[src/rtl/debug_mem_stepper.sv]
// debug_mem_stepper: pushbutton/auto stepper that reads butterfly address pairs (A, A+MEM_SIZE/2)
// from a latency-RD_LATENCY memory and holds the captured words for display.
module debug_mem_stepper #(
   parameter int WORD_SIZE       = 16,
   parameter int MEM_SIZE        = 32,
   parameter int ADDR_SIZE       = $clog2(MEM_SIZE),
   parameter int RD_LATENCY      = 2,
   parameter int DEBOUNCE_CYCLES = 16,
   parameter int AUTO_DWELL      = 64
) (
   input  logic                 i_CLK,
   input  logic                 i_RST_n,
   input  logic                 i_step_n,
   input  logic                 i_auto,
   input  logic [WORD_SIZE-1:0] i_rddata_A,
   input  logic [WORD_SIZE-1:0] i_rddata_B,
   output logic [ADDR_SIZE-1:0] o_rdaddr_A,
   output logic [ADDR_SIZE-1:0] o_rdaddr_B,
   output logic                 o_rden,
   output logic [WORD_SIZE-1:0] o_capdata_A,
   output logic [WORD_SIZE-1:0] o_capdata_B,
   output logic                 o_memval,
   output logic [3:0]           o_STATE,
   output logic                 o_busy
);
   typedef enum logic [3:0] {IDLE = 4'h0, REQ = 4'h1, WAIT = 4'h2, CAPTURE = 4'h3, SHOW = 4'h4} state_t;
   localparam int DBW = $clog2(DEBOUNCE_CYCLES + 1);
   localparam int DWW = $clog2(AUTO_DWELL + 1);
   localparam int LW  = $clog2(RD_LATENCY + 1);
   localparam logic [ADDR_SIZE-1:0] HALF = ADDR_SIZE'(MEM_SIZE / 2);
   localparam logic [ADDR_SIZE-1:0] LAST = ADDR_SIZE'(MEM_SIZE / 2 - 1);
   state_t state, state_nx;
   logic [1:0] sync;
   logic acc, step;
   logic [DBW-1:0] db_cnt;
   logic [DWW-1:0] dwell;
   logic [LW-1:0] wcnt;
   logic [ADDR_SIZE-1:0] addr;
   logic dwell_done, advance;
   // step fires once, on the edge where the accepted level falls from high to low
   always_ff @(posedge i_CLK or negedge i_RST_n)
      if (!i_RST_n) begin
         sync   <= 2'b11;
         acc    <= 1'b1;
         db_cnt <= '0;
         step   <= 1'b0;
      end else begin
         sync <= {sync[0], i_step_n};
         step <= 1'b0;
         if (sync[1] == acc) db_cnt <= '0;
         else if (db_cnt == DBW'(DEBOUNCE_CYCLES - 1)) begin
            acc    <= sync[1];
            db_cnt <= '0;
            step   <= acc;
         end else db_cnt <= db_cnt + 1'b1;
      end
   assign dwell_done = dwell == DWW'(AUTO_DWELL - 1);
   assign advance    = (state == SHOW) && (step || (i_auto && dwell_done));
   always_comb begin
      state_nx = IDLE;
      case (state)
         IDLE:    state_nx = step ? REQ : IDLE;
         REQ:     state_nx = (RD_LATENCY > 1) ? WAIT : CAPTURE;
         WAIT:    state_nx = (wcnt == LW'(RD_LATENCY - 2)) ? CAPTURE : WAIT;
         CAPTURE: state_nx = SHOW;
         SHOW:    state_nx = advance ? REQ : SHOW;
         default: state_nx = IDLE;
      endcase
   end
   // dwell saturates so a late i_auto still advances at once; it clears outside SHOW
   always_ff @(posedge i_CLK or negedge i_RST_n)
      if (!i_RST_n) begin
         state       <= IDLE;
         addr        <= '0;
         wcnt        <= '0;
         dwell       <= '0;
         o_capdata_A <= '0;
         o_capdata_B <= '0;
      end else begin
         state <= state_nx;
         wcnt  <= (state == WAIT) ? wcnt + 1'b1 : '0;
         dwell <= (state != SHOW) ? '0 : dwell_done ? dwell : dwell + 1'b1;
         if (advance) addr <= (addr == LAST) ? '0 : addr + 1'b1;
         if (state == CAPTURE) begin
            o_capdata_A <= i_rddata_A;
            o_capdata_B <= i_rddata_B;
         end
      end
   assign o_rdaddr_A = addr;
   assign o_rdaddr_B = addr + HALF;
   assign o_rden     = state == REQ;
   assign o_memval   = state == SHOW;
   assign o_busy     = (state != IDLE) && (state != SHOW);
   assign o_STATE    = state;
endmodule

[config.mk]
export PLATFORM = sky130hd
export DESIGN_NAME = debug_mem_stepper
export DESIGN_NICKNAME = d
export VERILOG_FILES = /design/src/rtl/debug_mem_stepper.sv
export SDC_FILE = /design/constraint.sdc
export NUM_CORES = 1
export LEC_CHECK = 0
export CORE_MARGIN = 3
export CORE_UTILIZATION = 48
export CTS_CLUSTER_DIAMETER = 30
export CTS_CLUSTER_SIZE = 10
export DETAILED_ROUTE_END_ITERATION = 7
export MAX_ROUTING_LAYER = met4
export PLACE_DENSITY = 0.94
export REMOVE_ABC_BUFFERS = 1
export SETUP_SLACK_MARGIN = 0.15
export SLEW_MARGIN = 20
export SYNTH_ARGS = -nofsm -noshare
export SYNTH_HDL_FRONTEND = slang
export SYNTH_SLANG_ARGS = --single-unit
[constraint.sdc]
create_clock -name i_CLK -period 2.4 [get_ports i_CLK]
set_input_delay 0.6 -clock i_CLK [delete_from_list [all_inputs] [get_ports i_CLK]]
set_output_delay 0.6 -clock i_CLK [all_outputs]
set_load 0.005 [all_outputs]
After elaboration in Yosys (flattened, before gate mapping)
Cells that the tools add are included.

Flip-flop bits (word level): 59.

Add/subtract/negate cells: 5. Eq/ne operators: 10. Bitwise logic cells: 1. Mux-type cells: 12. Reduce and logical (&&, ||, !) cells: 8.

Operator list (count): 5-bit 2-to-1 mux (3); 3-bit case mux with 5 select lines (1); 7-bit 2-to-1 mux (2); 5-bit by 1-bit adder with 5-bit output (second input constant) (2); 5-bit by 4-bit == test with 1-bit output (second input constant) (2); 4-bit by 2-bit == test with 1-bit output (second input constant) (2); 7-bit by 1-bit adder with 7-bit output (second input constant) (1); 7-bit by 6-bit == test with 1-bit output (second input constant) (1); 5-bit adder (second input constant) (1); 4-bit by 1-bit == test with 1-bit output (second input constant) (1); 4-bit by 3-bit == test with 1-bit output (second input constant) (1); 4-bit logical NOT (1); 1-bit 2-to-1 mux (4); 4-bit by 3-bit != test with 1-bit output (second input constant) (1); 4-bit nonzero test (1); 1-bit logical AND (3); 3-bit 2-to-1 mux (1); 2-bit by 1-bit adder with 2-bit output (second input constant) (1); 2-bit logical NOT (1); 2-bit 2-to-1 mux (1); 2-bit by 1-bit != test with 1-bit output (second input constant) (1); 2-bit AND reduction (1); 1-bit == test (1); 1-bit logical OR (1); 1-bit NOT (1).

Logic depth before layout (Yosys ltp)
Gate-level depths: netlist (run 1).

Word-level depth: 6. Depth in mapped cells: 6. Gate-level depth less buffers: 6.

Worst setup path after synthesis (run 1)
OpenSTA, ideal clock, no wires.

Kind: reg-to-output. From: register state[0], in the netlist o_STATE[0]. To: output port o_memval. Data required time: 1800 ps. Cell stages (with the launch flop): 5. Buffers on the path: 1. Arrival time: 881 ps. Slack: 919 ps. Path through: dfrtp_1 -> buf_2 -> nor2_2 -> nand2_2 -> clkinv_2.

Longest elaborated chain between the ends: 1.

Ends and longest elaborated chain: from (decl) (RTL line 32) `state_t state, state_nx;`; from (signal assigned) (RTL line 80) `state <= state_nx;`; 4-bit by 3-bit == test with 1-bit output (RTL line 92) `assign o_memval = state == SHOW;`; to (decl) (RTL line 22) `output logic o_memval,`.

Every way passes these cells.

Worst setup path after layout (run 1)
Ends and elaborated chain as after synthesis.

==> metrics.txt, run 1 <==
Layout area overhead 43.61%; Commonest cells post-synth 55 x sky130_fd_sc_hd__dfrtp_1, 31 x sky130_fd_sc_hd__mux2_2, 8 x sky130_fd_sc_hd__nor2_1; Final Net Count 313; share of the synthesized area in the top cell type 0.5578; number of setup violations in the final report 0; Post-Synthesis Cell Area 2467 um^2; largest cells by area after synthesis sky130_fd_sc_hd__dfrtp_1 56%, sky130_fd_sc_hd__mux2_2 14%, sky130_fd_sc_hd__dfstp_2 3.2%; full die area 6037 um^2; top-count cell post-synth sky130_fd_sc_hd__dfrtp_1; TritonCTS clock tree yes; data required time of the worst path 1.80 ns; cell type with the highest aggregate area in the netlist sky130_fd_sc_hd__dfrtp_1; global-route wire length before repair 8880 um; maximum number of pins on one net before global-route repair 59; number of cell rows 25; final sum of negative setup slack 0 ns; maximum root-to-sink buffer count 2; number of buffer cells added on primary ports 83; number of instances in the synthesized netlist 183; clock latency of the later-clocked register in the worst-skew pair 0.32 ns; Achievable Freq 454.9 MHz; initial antenna violation count 0; RSZ-0062 raised after global routing true; number of antenna diodes 0; minimum clock period 2.198 ns; Slowest Stage Delay on Critical Path 0.50 ns; post-route clock skew 0.007100 ns; Ports 85; final worst path period share 0.9160; DP HPWL 3737 um; Yosys Warn Count 0; H-tree levels 3; floorplan die width 77.70 um; Crit. End Element primary output; Final ANT Viol Nets 0; Top delay family on crit path buffers and inverters; post-layout power 1.971 mW; number of unique standard cell types used by synthesis 41; fraction of final layout cells sized beyond drive strength 1 0.2527; starting DRC count in detailed routing 93; final cell count without fillers 344; max_cap viols 0; initial core utilization 0.5089; CTS buffer count 9; grt ovf 0; syn avg cell area 13.48 um^2; number of global-route vias before repair 1915; Root Driver sky130_fd_sc_hd__clkbuf_8; total cell area at the placement stage 3311 um^2; hold violation count in the final report 0; via density per instance 5.093; Routed wire per std cell 14.92 um; number of max-slew violations in the final report 0; fill cell count 344; Die Ht 77.70 um; type of the worst setup path reg2out; EDFF count, synth 0; DRC violations left 0; total routing resource utilization after global routing 0.1935; Final Routed Wirelength 5134 um; post-layout utilization of the core 0.7308; total number of vias 1752; sequential fraction of the synthesis area 0.5898; logic depth of the worst setup path including buffers 4; worst path cell trace nor2_4 > nand2_4 > clkinv_4 > clkdlybuf4s50_1; leakage power 1.518 nW; outcome finished clean; routability cong. 0.8335; most used flip-flop cell after synthesis sky130_fd_sc_hd__dfrtp_1; CP Launch Type register; sinks on the clock net 58; total of hold buffers inserted after clock tree synthesis 0; Std-Cell Core Area 4848 um^2; pwr dens 556.2 nW/um^2; data arrival time of the critical path 1.60 ns; async set-reset flop share out of synthesis 1.000; design area 3543 um^2; critical path peak fanout 9; setup slack of the most critical reg-to-reg path 0.85 ns; worst min path class in2async; first-pass iteration count of the detailed router 4; worst supply voltage drop on vdd 0.4936 mV; number of buffer and inverter instances along the worst setup path 2; number of register bits inferred by synthesis 58; cell depth of the worst flop-to-flop path 2; register clock-pin slew on the reported worst setup and hold paths 0.06 ns; slowest CP cell sky130_fd_sc_hd__clkdlybuf4s50_1; cell count after placement 323
[registers in the layout, summed over array words and instances, names as in the netlist, 2 cells and up]
name and count:
db_cnt 5, o_capdata_B 16, sync 2, wcnt 2, dwell 7, o_STATE 3
o_rdaddr_A 5, o_capdata_A 16
[final timing paths]
| kind | start | end |
|---|---|---|
| worst max-delay path | o_STATE[0] | o_memval |
| worst min-delay path | i_RST_n | o_capdata_A[15] |
| worst max register to register | o_STATE[2] | o_capdata_A[8] |
| worst min register to register | sync[0] | sync[1] |
| max in group asynchronous | i_RST_n | sync[1] |
| min in group i_CLK | sync[0] | sync[1] |
[cells by family after synthesis]
| logic type | count (synthesis) | share of synthesized area |
|---|---|---|
| mux | 35 | 0.1587 |
| compound gates | 23 | 0.06237 |
| xor+xnor | 6 | 0.02130 |
| fa+ha+maj | 4 | 0.02028 |
| other cells | 1 | 0.001520 |
| simple gates | 37 | 0.09838 |
| flops | 58 | 0.5898 |
| buf+inv | 19 | 0.04767 |
[where the power goes]
group | total [mW] | internal, mW | switching, mW
registers | 1.03 | 1.01 | 0.0196
clock network | 0.761 | 0.420 | 0.341
logic | 0.177 | 0.123 | 0.0540
[area by class of cell]
cell class | instances | area (um^2) | area share
Sequential cell | 58 | 1459 | 0.4117
Clock buffer | 12 | 155.1 | 0.04379
Timing Repair Buffer | 90 | 890.9 | 0.2514
Tap cell | 67 | 83.83 | 0.02366
Multi-Input combinational cell | 106 | 904.6 | 0.2553
Inverter | 8 | 35.03 | 0.009887
Clock inverter | 3 | 15.01 | 0.004237
[routing by layer]
| layer | GRT usage | vias to the layer above | part of all wire |
|---|---|---|---|
| met2 | 0.3245 | 64 | 0.53 |
| li1 | - | 823 | - |
| met4 | 0.08541 | 0 | 0.014 |
| met5 | - | - | 0 |
| met1 | 0.2163 | 859 | 0.40 |
| met3 | 0.05220 | 6 | 0.056 |
[cells in the final DEF (no fill, tap or decap), drive strengths merged, types with 5 or more instances in the layout]
cell type      instances
nand2                  5
mux2                  33
nor2                   9
dfrtp                 55
clkbuf                12
inv                    7
buf                    8
nand3                  6
o21ai                  7
clkdlybuf4s50         82
[per-stage QoR]
| stage | hold WS (ns) | setup slack, ns |
|---|---|---|
| 3_5_place_dp | 0.3492 | 0.3545 |
| 6_report | 0.2721 | 0.2015 |
| 4_1_cts | 0.2742 | 0.1512 |
| 5_1_grt | 0.2760 | 0.1253 |
| 2_1_floorplan | 0.3044 | 0.9480 |
| 3_3_place_gp | 0.3455 | 0.3819 |
[timing repair]
action,CTS,global route
setup buffers,3,3
resized for setup,5,1
pin swaps,0,0
endpoints found under the hold margin,0,0
cloned,0,0
setup endpoints to repair,2,2
(Power assumes the default switching activity.)
==> inputs of run 2 (changes only) <==
--- a/config.mk
+++ b/config.mk
@@ -10,11 +10,12 @@
 export CTS_CLUSTER_DIAMETER = 30
 export CTS_CLUSTER_SIZE = 10
 export DETAILED_ROUTE_END_ITERATION = 7
+export GPL_TIMING_DRIVEN = 0
 export MAX_ROUTING_LAYER = met4
 export PLACE_DENSITY = 0.94
 export REMOVE_ABC_BUFFERS = 1
 export SETUP_SLACK_MARGIN = 0.15
-export SLEW_MARGIN = 20
 export SYNTH_ARGS = -nofsm -noshare
 export SYNTH_HDL_FRONTEND = slang
 export SYNTH_SLANG_ARGS = --single-unit
+export TNS_END_PERCENT = 50
==> metrics.txt, run 2 (synthesized netlist as in run 1, its figures left out) <==
total routing resource utilization after global routing 0.1890 (was 0.1935); biggest registers after layout o_capdata_A x16, o_capdata_B x16, dwell x7 (unchanged); sinks on the clock net 58 (unchanged); data required time of the worst path 1.80 ns (about the same); number of cell rows 25 (unchanged); DRC violations left 0 (unchanged); Slowest Stage Delay on Critical Path 0.54 ns (was 0.50 ns); worst path cell trace nand2_4 > clkinv_2 > clkdlybuf4s50_1 (was nor2_4 > nand2_4 > clkinv_4 > clkdlybuf4s50_1); first-pass iteration count of the detailed router 5 (was 4); hold violation count in the final report 0 (unchanged); data arrival time of the critical path 1.66 ns (was 1.60 ns); Std-Cell Core Area 4848 um^2 (unchanged); commonest non-fill, non-tap cells in the layout 82 x sky130_fd_sc_hd__clkdlybuf4s50_1, 53 x sky130_fd_sc_hd__dfrtp_1, 31 x sky130_fd_sc_hd__mux2_2 (was 82 x sky130_fd_sc_hd__clkdlybuf4s50_1, 52 x sky130_fd_sc_hd__dfrtp_1, 31 x sky130_fd_sc_hd__mux2_2); CP Launch Type register (unchanged); grt ovf 0 (unchanged); measured slew at the worst slew-check pin 0.7103 ns; number of antenna diodes 0 (unchanged); worst supply voltage drop on vdd 0.4069 mV (was 0.4936 mV); initial antenna violation count 0 (unchanged); number of buffer and inverter instances along the worst setup path 2 (unchanged); Top delay family on crit path buffers and inverters (unchanged); Final ANT Viol Nets 0 (unchanged); Die Ht 77.70 um (unchanged); clock latency of the later-clocked register in the worst-skew pair 0.32 ns (about the same); Ports 85 (unchanged); cell count after placement 323 (unchanged); type of the worst setup path reg2out (unchanged); Final Routed Wirelength 5404 um (was 5134 um); max_cap viols 0 (unchanged); slowest CP cell sky130_fd_sc_hd__dfrtp_1 (was sky130_fd_sc_hd__clkdlybuf4s50_1); DP HPWL 3843 um (was 3737 um); worst min path class in2async (unchanged); RSZ-0062 raised after global routing true (unchanged); leading cell type in the layout, fill and taps excluded sky130_fd_sc_hd__clkdlybuf4s50_1 (unchanged); fraction of final layout cells sized beyond drive strength 1 0.2436 (was 0.2527); H-tree levels 3 (unchanged); outcome finished clean (unchanged); register clock-pin slew on the reported worst setup and hold paths 0.06 ns (about the same); number of setup violations in the final report 0 (unchanged); final cell count without fillers 342 (was 344); number of max-slew violations in the final report 0 (unchanged); final sum of negative setup slack 0 ns (unchanged); pwr dens 570.9 nW/um^2 (was 556.2 nW/um^2); slew margin rel. 0.5264; starting DRC count in detailed routing 76 (was 93); total number of vias 1765 (was 1752); floorplan die width 77.70 um (unchanged); TritonCTS clock tree yes (unchanged); Final Net Count 310 (was 313); routability cong. 0.8001 (was 0.8335); global-route wire length before repair 8631 um (was 8880 um); number of global-route vias before repair 1845 (was 1915); Layout area overhead 43.20% (was 43.61%); via density per instance 5.161 (was 5.093); Root Driver sky130_fd_sc_hd__clkbuf_8 (unchanged); final critical-path setup slack 0.1377 ns (was 0.2015 ns); CTS buffer count 9 (unchanged); Crit. End Element primary output (unchanged); maximum number of pins on one net before global-route repair 34 (was 59); Routed wire per std cell 15.80 um (was 14.92 um); worst setup timing slack at the placement stage 0.3215 ns (was 0.3545 ns); initial core utilization 0.5089 (unchanged); Achievable Freq 442.0 MHz (was 454.9 MHz); full die area 6037 um^2 (unchanged); fill cell count 358 (was 344); maximum root-to-sink buffer count 2 (unchanged); post-route clock skew 0.004996 ns (was 0.007100 ns); leakage power 1.509 nW (was 1.518 nW); minimum clock period 2.262 ns (was 2.198 ns); critical path peak fanout 9 (unchanged); final worst path period share 0.9426 (was 0.9160); number of buffer cells added on primary ports 83 (unchanged)
-- run 2: cell count changes in the layout (fill, tap and decap cells not counted), sizes merged --
cell	before	now
buf	8	5
clkinv	4	3
clkbuf	12	14
-- run 2: layer usage --
metal  part of all wire  wire, um  GRT usage
met3              0.056       302    0.04640
met1               0.40      2166     0.2122
met5                  0         0          -
met2               0.52      2830     0.3125
met4              0.020       106    0.09786
-- run 2: power breakdown --
group | internal, mW | switching [mW] | total, mW
sequential | 1.01 | 0.0204 | 1.03
clock | 0.457 | 0.348 | 0.804
combinational | 0.123 | 0.0562 | 0.179
-- run 2: cell type report --
type	instances	area (um^2)	area share
clock buffer	14	172.7	0.04887
clock inverter	2	10.01	0.002833
inverter	8	31.28	0.008853
multi-input combinational	106	909.6	0.2574
sequential	58	1458	0.4125
tap	67	83.83	0.02373
timing repair buffer	87	868.3	0.2458
-- run 2: timing repair --
item                                    CTS  global route
hold buffers                              0             0
hold endpoints to repair                  0             0
gates resized for setup                   4             1
setup buffers                             3             0
pin swaps                                 0             0
endpoints found under the setup margin    2             2
-- run 2: stage by stage --
stage	area, um^2	utilization	power (mW)	hold WS [ns]
after floorplan	2381	-	1.086	0.3044
after global placement	3296	0.6797	1.219	0.3456
after detailed placement	3311	0.6828	1.231	0.3475
after CTS	3528	0.7277	2.044	0.3548
after global routing	3533	0.7288	2.106	0.3585
final	3533	0.7288	2.017	0.3299
-- run 2: path summary, 6_finish.rpt --
check | end | start | cells after the start | slack (ns)
worst min-delay path | o_capdata_A[11] | i_RST_n | 1 | 0.33
max in group asynchronous | o_STATE[0] | i_RST_n | 2 | 1.47
worst max register to register | o_capdata_A[8] | o_STATE[2] | 2 | 0.79
worst max-delay path | o_memval | o_STATE[2] | 3 | 0.14
min in group i_CLK | sync[1] | sync[0] | 0 | 0.35
worst min register to register | sync[1] | sync[0] | 0 | 0.35
==> patch: new RTL, config.mk and constraints of run 1 <==
Put a register stage on the output `o_memval`, without a reset. The value now appears one clock later. The other outputs are not delayed to match.
--- a/src/rtl/debug_mem_stepper.sv
+++ b/src/rtl/debug_mem_stepper.sv
@@ -89,7 +89,9 @@
    assign o_rdaddr_A = addr;
    assign o_rdaddr_B = addr + HALF;
    assign o_rden     = state == REQ;
-   assign o_memval   = state == SHOW;
+   always_ff @(posedge i_CLK) begin
+      o_memval <= state == SHOW;
+   end
    assign o_busy     = (state != IDLE) && (state != SHOW);
    assign o_STATE    = state;
 endmodule
Behaviour: no difference found for any inputs over 10 cycles, from zero or initial values and one cycle with i_RST_n low; that may be too few to reach the edited logic, so the function may still have changed.
==> patch against run 1 <==
  * Routed wire length rose by 1.8%
  * First-iteration DRC count rose by 45%
  * Register-to-register slack worse by 20 ps
  * Power up 7.5%
  * Worst setup slack gained 61 ps
  * Sequential cell count grew 1
  * Synthesized area up 0.81%
  * Design area decreased by 0.42%
  * Critical path type unchanged
==> patch: results (changes against run 1) <==
[outcome]
status=complete, no violations

[worst_setup_path]
cpLargestDelayFamily=buffers and inverters
worstPathMaxFanout=9  ; unchanged
slowest_stage=clkdlybuf4s50_1
slowest_delay_ps=530  ; +30 ps

[cells_and_area]
reg_top3=o_capdata_A (16), o_capdata_B (16), dwell (7)
n_antenna_cell=0  ; unchanged
drive_gt1_frac=0.232  ; -0.0211
fillers=330  ; -4.1%
nets=308  ; -1.6%

[global_route]
grt_pass1_wl_mm=8.83  ; -0.62%
track_usage=0.196  ; +0.00247
antenna_found_initial=0  ; unchanged
grt_max_degree=36  ; -39%

[clocking]
cts_resized=0  ; -5
htree_levels=3  ; unchanged
path_clk_slew_ps=60  ; about the same
postCtsSetupBuffers=0  ; -3
clock_latency_ps=330
numCtsBuffers=9  ; unchanged
root_buffer=clkbuf_8
ctsLongestPathBuffers=2  ; unchanged

[logic_synthesis]
yosys_warnings=0  ; unchanged
async_flop_share=0.983  ; -0.0169
ys_top_cells_by_count=55 x dfrtp_1, 31 x mux2_2, 8 x nor2_1, 7 x inv_1, 7 x o21ai_0
synthAdderAreaFrac=0.0201  ; -0.000163
syn-instance-count=184  ; +0.55%
synth_xor_area_frac=0.0211  ; -0.000171
synth_mux_area_frac=0.157  ; -0.00128
synth_cell_type_count=42  ; +2.4%
synth_compound_area_frac=0.0619  ; -0.000502
seq_area_frac_synth=0.593  ; +0.00330
ys.flop_type=dfrtp_1
synthTopCellsByArea=dfrtp_1 55%, mux2_2 14%, dfstp_2 3.2%, ha_1 2.0%, buf_4 1.5%

[place]
place_congestion=0.861  ; +3.3%
place_ws_ps=449  ; +94.9 ps
dpl_cell_area_um2=3330  ; +0.60%
hpwl_mm=3.87  ; +3.5%
port_buffers=83  ; unchanged
placedCellCount=324  ; +0.31%

[drt]
drt_iter0_drc=135  ; +45%
drtPass1Iterations=4  ; unchanged
wl_mm=5.23  ; +1.8%
viasPerCell=5.19  ; +1.9%
vias=1759  ; +0.40%

[timing]
worst_slew_pin_slew_ps=563
skew_ps=8.92  ; +1.82 ps

[worst_hold_path]
hp-class=in2async

[power]
leakage_nw=1.50  ; -1.2%
max-vdd-ir-drop_mv=0.395  ; -20%

[patch: worst register-to-register path: stages (launching register included)]
cell and delay, ps:
dfrtp_1 410, ha_1 250, and3_4 210, a41oi_1 310, nor4_1 90, a21o_2 190
[patch: metrics by stage]
step | hold WS (ps) | utilization | total power, W
2_1_floorplan | 304 | - | 0.00110
3_3_place_gp | 345 | 0.683 | 0.00124
3_5_place_dp | 347 | 0.683 | 0.00125
4_1_cts | 266 | 0.722 | 0.00214
5_1_grt | 287 | 0.723 | 0.00220
6_report | 257 | 0.723 | 0.00212
[patch: power breakdown]
group          internal, W  switching (W)
clock network     0.000530       0.000362
registers          0.00103      0.0000203
logic             0.000122      0.0000545
total              0.00168       0.000437
[patch: cell type report]
type,instances,area [µm²],area share
clock buffer,13,159,0.0450
clock inverter,2,35.0,0.00993
multi-input combinational,106,895,0.254
tap,67,83.8,0.0238
inverter,8,31.3,0.00887
timing repair buffer,84,846,0.240
sequential,59,1480,0.419
[patch: final timing paths]
check                            from            end  slack (ps)  cells past startpoint
setup reg to reg             dwell[0]  o_rdaddr_A[0]         830                      5
setup / recovery           o_STATE[2]         o_rden         260                      2
min in group i_CLK            sync[0]        sync[1]         360                      0
max in group asynchronous     i_RST_n        sync[1]        1490                      2
hold reg to reg               sync[0]        sync[1]         360                      0
hold / removal                i_RST_n        wcnt[1]         260                      1
[patch: routing by layer]
layer  part of all wire  GRT usage  vias up
li1                   -          -      814
met1               0.41      0.234      859
met2               0.51      0.316       75
met3              0.064     0.0568       11
met4              0.019     0.0734        0
met5                  0          -        -
[patch: cells by family after synthesis]
kind of cell,count (synthesis)
compound gates,23
xor+xnor,6
fa+ha+maj,4
buf+inv,19
flops,59
mux,35
other cells,1
simple gates,37
